$ cat config.mk
export PLATFORM = sky130hd
export DESIGN_NAME = line_buffer_3rows_ctrl_flat
export DESIGN_NICKNAME = d
export VERILOG_FILES = /design/src/rtl/line_buffer_3rows_ctrl_if.sv /design/src/rtl/line_buffer_3rows_ctrl.sv /design/src/flat_wrapper.sv
export SDC_FILE = /design/constraint.sdc
export NUM_CORES = 1
export LEC_CHECK = 0
export BUFFER_PORTS_ARGS = -buffer_cell sky130_fd_sc_hd__buf_2
export CAP_MARGIN = 30
export CORE_MARGIN = 1.5
export CORE_UTILIZATION = 53
export CTS_CLUSTER_SIZE = 10
export DETAILED_ROUTE_END_ITERATION = 8
export HOLD_SLACK_MARGIN = 0.05
export PLACE_DENSITY = 0.8
export SKIP_CTS_REPAIR_TIMING = 1
export SYNTH_ARGS = -nofsm -noshare
export SYNTH_HDL_FRONTEND = slang
export SYNTH_SLANG_ARGS = --single-unit
$ cat constraint.sdc
create_clock -name clka -period 2.7 [get_ports clka]
set_input_delay 0.27 -clock clka [delete_from_list [all_inputs] [get_ports clka]]
set_output_delay 0.27 -clock clka [all_outputs]
set_load 0.01 [all_outputs]
$ cat src/rtl/line_buffer_3rows_ctrl_if.sv
// Pixel-in / RAM-port / column-out bundle of the 3-row line buffer controller.
// slave = controller side, master = stream source, line RAMs and window stage.
interface line_buffer_3rows_ctrl_if #(
    parameter int P_DATA_WIDTH = 8,
    parameter int P_ADDR_WIDTH = 12
);
    logic                    i_sof;
    logic                    i_valid;
    logic [P_DATA_WIDTH-1:0] i_data;
    logic                    o_ready;

    logic [P_ADDR_WIDTH-1:0] o_addra;
    logic                    o_ena1;
    logic                    o_ena2;
    logic                    o_wea1;
    logic                    o_wea2;
    logic [P_DATA_WIDTH-1:0] o_dina;
    logic [P_DATA_WIDTH-1:0] i_douta1;
    logic [P_DATA_WIDTH-1:0] i_douta2;

    logic                    o_valid;
    logic [P_DATA_WIDTH-1:0] o_top;
    logic [P_DATA_WIDTH-1:0] o_mid;
    logic [P_DATA_WIDTH-1:0] o_bot;
    logic [P_ADDR_WIDTH-1:0] o_col;
    logic [15:0]             o_row;
    logic                    o_eof;

    modport slave (
        input  i_sof, i_valid, i_data, i_douta1, i_douta2,
        output o_ready, o_addra, o_ena1, o_ena2, o_wea1, o_wea2, o_dina,
        output o_valid, o_top, o_mid, o_bot, o_col, o_row, o_eof
    );

    modport master (
        output i_sof, i_valid, i_data, i_douta1, i_douta2,
        input  o_ready, o_addra, o_ena1, o_ena2, o_wea1, o_wea2, o_dina,
        input  o_valid, o_top, o_mid, o_bot, o_col, o_row, o_eof
    );
endinterface

$ cat src/rtl/line_buffer_3rows_ctrl.sv
// Sequences two one-row line RAMs with rotating roles and emits aligned
// 3-pixel columns (rows y-2, y-1, y) one cycle after each accepted pixel.
module line_buffer_3rows_ctrl #(
    parameter int P_ROW_WIDTH  = 256,
    parameter int P_IMG_HEIGHT = 256,
    parameter int P_DATA_WIDTH = 8,
    parameter int P_ADDR_WIDTH = 12
) (
    input  logic                         clka,
    input  logic                         rsta_n,
    line_buffer_3rows_ctrl_if.slave      bus
);
    localparam logic [P_ADDR_WIDTH-1:0] LP_LAST_COL = P_ADDR_WIDTH'(P_ROW_WIDTH - 1);
    localparam logic [15:0]             LP_LAST_ROW = 16'(P_IMG_HEIGHT - 1);

    typedef enum logic [1:0] {
        ST_IDLE,
        ST_FILL,
        ST_RUN
    } state_t;

    state_t                  r_state;
    state_t                  w_state_nxt;
    logic                    r_ready;
    logic [P_ADDR_WIDTH-1:0] r_col;
    logic [15:0]             r_row;
    logic                    r_sel;

    logic                    w_take;
    logic                    w_wrap;
    logic                    w_last_row;
    logic [P_ADDR_WIDTH-1:0] w_col;
    logic [15:0]             w_row;
    logic                    w_sel;

    logic                    r_acc_d;
    logic                    r_sel_d;
    logic                    r_valid;
    logic                    r_eof;
    logic [P_DATA_WIDTH-1:0] r_bot;
    logic [P_DATA_WIDTH-1:0] r_top;
    logic [P_DATA_WIDTH-1:0] r_mid;
    logic [P_ADDR_WIDTH-1:0] r_col_d;
    logic [15:0]             r_row_d;
    logic [P_DATA_WIDTH-1:0] w_top;
    logic [P_DATA_WIDTH-1:0] w_mid;

    // A sof pixel restarts the frame, so it sees zeroed position and RAM role.
    always_comb begin
        w_take     = bus.i_valid & r_ready & ((r_state != ST_IDLE) | bus.i_sof);
        w_col      = bus.i_sof ? '0 : r_col;
        w_row      = bus.i_sof ? '0 : r_row;
        w_sel      = bus.i_sof ? 1'b0 : r_sel;
        w_wrap     = (w_col == LP_LAST_COL);
        w_last_row = (w_row == LP_LAST_ROW);
    end

    always_comb begin
        w_state_nxt = r_state;
        if (w_take) begin
            if (w_wrap && w_row == 16'd1)
                w_state_nxt = ST_RUN;
            else if (w_wrap && w_last_row)
                w_state_nxt = ST_IDLE;
            else if (bus.i_sof)
                w_state_nxt = ST_FILL;
        end
    end

    always_ff @(posedge clka or negedge rsta_n) begin
        if (!rsta_n)
            r_state <= ST_IDLE;
        else
            r_state <= w_state_nxt;
    end

    always_comb begin
        bus.o_addra = '0;
        bus.o_ena1  = 1'b0;
        bus.o_ena2  = 1'b0;
        bus.o_wea1  = 1'b0;
        bus.o_wea2  = 1'b0;
        bus.o_dina  = '0;
        if (w_take) begin
            bus.o_addra = w_col;
            bus.o_ena1  = 1'b1;
            bus.o_ena2  = 1'b1;
            bus.o_wea1  = ~w_sel;
            bus.o_wea2  = w_sel;
            bus.o_dina  = bus.i_data;
        end
    end

    always_ff @(posedge clka or negedge rsta_n) begin
        if (!rsta_n) begin
            r_ready <= 1'b0;
            r_col   <= '0;
            r_row   <= '0;
            r_sel   <= 1'b0;
        end else begin
            r_ready <= 1'b1;
            if (w_take) begin
                if (w_wrap) begin
                    r_col <= '0;
                    r_row <= w_last_row ? '0 : w_row + 16'd1;
                    r_sel <= ~w_sel;
                end else begin
                    r_col <= w_col + 1'b1;
                    r_row <= w_row;
                    r_sel <= w_sel;
                end
            end
        end
    end

    // RAM read data arrives one cycle after the access; the column is formed
    // straight from it and captured so it holds through gap cycles.
    always_comb begin
        w_top = r_acc_d ? (r_sel_d ? bus.i_douta2 : bus.i_douta1) : r_top;
        w_mid = r_acc_d ? (r_sel_d ? bus.i_douta1 : bus.i_douta2) : r_mid;
    end

    always_ff @(posedge clka or negedge rsta_n) begin
        if (!rsta_n) begin
            r_acc_d <= 1'b0;
            r_sel_d <= 1'b0;
            r_valid <= 1'b0;
            r_eof   <= 1'b0;
            r_bot   <= '0;
            r_top   <= '0;
            r_mid   <= '0;
            r_col_d <= '0;
            r_row_d <= '0;
        end else begin
            r_acc_d <= w_take;
            r_valid <= w_take & (w_row >= 16'd2);
            r_eof   <= w_take & w_wrap & w_last_row;
            r_top   <= w_top;
            r_mid   <= w_mid;
            if (w_take) begin
                r_sel_d <= w_sel;
                r_bot   <= bus.i_data;
                r_col_d <= w_col;
                r_row_d <= w_row;
            end
        end
    end

    always_comb begin
        bus.o_ready = r_ready;
        bus.o_valid = r_valid;
        bus.o_eof   = r_eof;
        bus.o_top   = w_top;
        bus.o_mid   = w_mid;
        bus.o_bot   = r_bot;
        bus.o_col   = r_col_d;
        bus.o_row   = r_row_d;
    end
endmodule

$ cat src/flat_wrapper.sv
// flat-port wrapper written by rule: the top's interface ports become plain ports
module line_buffer_3rows_ctrl_flat 
#(
    parameter int P_ROW_WIDTH  = 256,
    parameter int P_IMG_HEIGHT = 256,
    parameter int P_DATA_WIDTH = 8,
    parameter int P_ADDR_WIDTH = 12
)
  (clka, rsta_n, bus_i_sof, bus_i_valid, bus_i_data, bus_i_douta1, bus_i_douta2, bus_o_ready, bus_o_addra, bus_o_ena1, bus_o_ena2, bus_o_wea1, bus_o_wea2, bus_o_dina, bus_o_valid, bus_o_top, bus_o_mid, bus_o_bot, bus_o_col, bus_o_row, bus_o_eof);
  line_buffer_3rows_ctrl_if #(.P_DATA_WIDTH(P_DATA_WIDTH), .P_ADDR_WIDTH(P_ADDR_WIDTH)) bus_i ();
  input  logic clka;
  input  logic rsta_n;
  input wire logic [$bits(bus_i.i_sof)-1:0] bus_i_sof;
  input wire logic [$bits(bus_i.i_valid)-1:0] bus_i_valid;
  input wire logic [$bits(bus_i.i_data)-1:0] bus_i_data;
  input wire logic [$bits(bus_i.i_douta1)-1:0] bus_i_douta1;
  input wire logic [$bits(bus_i.i_douta2)-1:0] bus_i_douta2;
  output wire logic [$bits(bus_i.o_ready)-1:0] bus_o_ready;
  output wire logic [$bits(bus_i.o_addra)-1:0] bus_o_addra;
  output wire logic [$bits(bus_i.o_ena1)-1:0] bus_o_ena1;
  output wire logic [$bits(bus_i.o_ena2)-1:0] bus_o_ena2;
  output wire logic [$bits(bus_i.o_wea1)-1:0] bus_o_wea1;
  output wire logic [$bits(bus_i.o_wea2)-1:0] bus_o_wea2;
  output wire logic [$bits(bus_i.o_dina)-1:0] bus_o_dina;
  output wire logic [$bits(bus_i.o_valid)-1:0] bus_o_valid;
  output wire logic [$bits(bus_i.o_top)-1:0] bus_o_top;
  output wire logic [$bits(bus_i.o_mid)-1:0] bus_o_mid;
  output wire logic [$bits(bus_i.o_bot)-1:0] bus_o_bot;
  output wire logic [$bits(bus_i.o_col)-1:0] bus_o_col;
  output wire logic [$bits(bus_i.o_row)-1:0] bus_o_row;
  output wire logic [$bits(bus_i.o_eof)-1:0] bus_o_eof;
  assign bus_i.i_sof = bus_i_sof;
  assign bus_i.i_valid = bus_i_valid;
  assign bus_i.i_data = bus_i_data;
  assign bus_i.i_douta1 = bus_i_douta1;
  assign bus_i.i_douta2 = bus_i_douta2;
  assign bus_o_ready = bus_i.o_ready;
  assign bus_o_addra = bus_i.o_addra;
  assign bus_o_ena1 = bus_i.o_ena1;
  assign bus_o_ena2 = bus_i.o_ena2;
  assign bus_o_wea1 = bus_i.o_wea1;
  assign bus_o_wea2 = bus_i.o_wea2;
  assign bus_o_dina = bus_i.o_dina;
  assign bus_o_valid = bus_i.o_valid;
  assign bus_o_top = bus_i.o_top;
  assign bus_o_mid = bus_i.o_mid;
  assign bus_o_bot = bus_i.o_bot;
  assign bus_o_col = bus_i.o_col;
  assign bus_o_row = bus_i.o_row;
  assign bus_o_eof = bus_i.o_eof;
  line_buffer_3rows_ctrl #(.P_ROW_WIDTH(P_ROW_WIDTH), .P_IMG_HEIGHT(P_IMG_HEIGHT), .P_DATA_WIDTH(P_DATA_WIDTH), .P_ADDR_WIDTH(P_ADDR_WIDTH)) u_core (.clka(clka), .rsta_n(rsta_n), .bus(bus_i));
endmodule
==> reports/metrics.cfg <==
[min_path]
hold_class=primary input to register

[setup_path]
worst_ep_required_time_ps=3010
crit_chain=nor2b_2 -> ha_1 -> nand3_1 -> or4_1 -> buf_4 -> a211o_1 -> nor4_2 -> a21o_1
endpoint_kind=register
cpPeakStageDelay_ps=570
slowest_stage=or4_1
cp-start-kind=register
worstPathMaxFanout=14
critPathKind=register to register
arrival_ps=2820

[clocking]
tritoncts=built
clockRootBuffer=clkbuf_8
insertion_delay_ps=360
cts_buffer_depth=2
cts_sinks=88
numCtsBuffers=9
clk_pin_slew_worst_paths_ps=90
ctsHtreeMaxLevel=3

[power]
sequentialPowerShare=0.558
p_int_w=0.00185
swShare=0.276
leakagePower_nw=2.61
ir_drop_uv=273
p_per_area_nw_per_um2=503
finalPower_w=0.00255
switchingPower_w=0.000704
p_clk_frac=0.316
combinationalPowerShare=0.126

[sta]
fmax_mhz=398
rsz0062_at_grt=no
layout_min_cycle_time_ps=2510
finalCritPeriodShare=0.931
slew_headroom=0.440
hold_viol=0
tightest_slew_ps=841
setup_tns_ps=0
finClkSkew_ps=12.1
slew_viol_final=0
setup_viol=0

[die]
die_w_microns=92.5
initial_utilization=0.550
core_area_sq_um=7730
ios=107
fp.dieH_microns=92.5
std_cell_rows=32
dieArea_sq_um=8560

[synthesis]
synth_largest_area_cell=dfrtp_1
synth_top_area_frac=0.519
avgSynthCellArea_sq_um=9.67
synth_top_flop_cell=dfrtp_1
synth_area_sq_um=4250
syn_nets=471
ys_warn_count=0
ys_seq_area_frac=0.519
synth_cell_types=51
ys_ff_latch=88
syn_inst=439
synthArstFlopShare=1.00
yosys-top-cells-area=dfrtp_1, mux2i_1, nand2_1, o21ai_0, a21o_1
synth-edff-count=0

[drt]
firstDrtPassIters=4
drt-vias-per-instance=5.67
drt_iter0_drc=210
via_count=3633
drtAntennaViolNets=0
wirelength_mm=9.49
wl_per_cell_microns=14.8
drc_errors=0

[place]
hpwl_mm=6.49
gp_congestion=0.909
port_buffers=106

[layout]
antenna_cells=0
layout_common_cells=buf_2, dfrtp_1, nand2_1, o21ai_0, nor2_1
fin_nets=567
area_growth_pct=19.4
layout-drive-gt1-share=0.269
final_common_cell=buf_2

[global_route]
antenna_found_initial=0
grt_pass1_wl_mm=15.5
grt_max_degree=90
grt_pass1_vias=3319
groute.usage.overall=0.226
gr-total-overflow=0

[flow_run]
cap_violations=0

[run_status]
status=completed

==> cells in the mapped netlist (all sizes together), types with 3 or more instances <==
library cell   n
dfrtp         88
nand2         53
o21ai         39
nor2          32
clkbuf        26
a21o          25
a21oi         21
mux2i         20
nand3         14
nor3          14
and3          13
and2           8
buf            7
inv            6
nand4          6
nand3b         5
nor2b          5
nor4           5
ha             4
nand2b         4
o31ai          4
or4            4
a311oi         3
a31o           3
a31oi          3
or3            3
==> stage by stage <==
stage	cell area [sq um]	cells	setup slack, ps	utilization	hold WS, ps
6_report	5070	641	185	0.656	203
5_1_grt	5070	641	78.9	0.656	207
4_1_cts	5060	640	147	0.655	-49.5
3_5_place_dp	4890	625	177	0.633	349
3_3_place_gp	4890	625	328	0.633	342
2_1_floorplan	4250	439	96.4	-	-25.6
==> final timing paths <==
| check | startpoint | endpoint | slack [ps] | cells past startpoint |
|---|---|---|---|---|
| worst min register to register | u_core.bus.o_bot[0] | u_core.bus.o_bot[0] | 480 | 1 |
| worst max register to register | u_core.r_col[0] | u_core.r_row[5] | 190 | 8 |
| max in group asynchronous | rsta_n | u_core.r_row[12] | 1860 | 3 |
| min in group asynchronous | rsta_n | u_core.bus.o_bot[2] | 470 | 3 |
| worst min-delay path | bus_i_data[2] | u_core.bus.o_bot[2] | 200 | 3 |
| worst max-delay path | u_core.r_col[0] | u_core.r_row[5] | 190 | 8 |
==> layer usage <==
| metal | routed length [microns] | share of wire | up-vias | GRT usage |
|---|---|---|---|---|
| met5 | 0 | 0 | - | 0 |
| met2 | 4650 | 0.49 | 112 | 0.374 |
| met3 | 511 | 0.054 | 14 | 0.0361 |
| met1 | 4200 | 0.44 | 1757 | 0.302 |
| li1 | - | - | 1750 | - |
| met4 | 130 | 0.014 | 0 | 0.0808 |
==> power groups by stage <==
stage | clock, W | combinational [W] | sequential [W]
after floorplan | 0 | 0.000165 | 0.00145
after global placement | 0 | 0.000314 | 0.00144
after detailed placement | 0 | 0.000324 | 0.00145
after CTS | 0.000831 | 0.000325 | 0.00142
after global routing | 0.000879 | 0.000358 | 0.00143
final | 0.000806 | 0.000322 | 0.00142
==> area by class of cell <==
type	count	area, sq um
Fill cell	634	2660
Clock inverter	6	45.0
Sequential cell	88	2200
Tap cell	102	128
Clock buffer	9	124
Inverter	6	22.5
Multi-Input combinational cell	312	1890
Timing Repair Buffer	118	663
==> state kept, by name, summed over array words and instances, names as in the netlist <==
signal,count
u_core.bus.o_row,16
u_core.bus.o_bot,8
u_core.r_col,12
u_core.bus.o_ready,1
u_core.r_top,8
u_core.r_sel_d,1
u_core.r_acc_d,1
u_core.bus.o_eof,1
u_core.r_state,2
u_core.r_sel,1
u_core.bus.o_col,12
u_core.r_mid,8
u_core.r_row,16
u_core.bus.o_valid,1
==> cell families (layout without fill, tap and decap cells) <==
logic type,count (synthesis),in the layout,share of synthesized area
AND/OR/NAND/NOR,174,174,0.214
other,1,1,0.000883
multiplexers,21,21,0.0498
adder cells (fa/ha/maj),4,4,0.0118
XOR/XNOR,2,2,0.00413
buffers and inverters,39,139,0.0377
AO/OA/AOI/OAI,110,110,0.164
flip-flops,88,88,0.519
==> critical path: cells and delay by family, from the launching register on <==
| kind | cells | cell delay (ps) |
|---|---|---|
| buf+inv | 1 | 210 |
| fa+ha+maj | 1 | 210 |
| compound gates | 2 | 460 |
| flops | 1 | 410 |
| simple gates | 4 | 1170 |
Power figures use the tool's default switching activity.
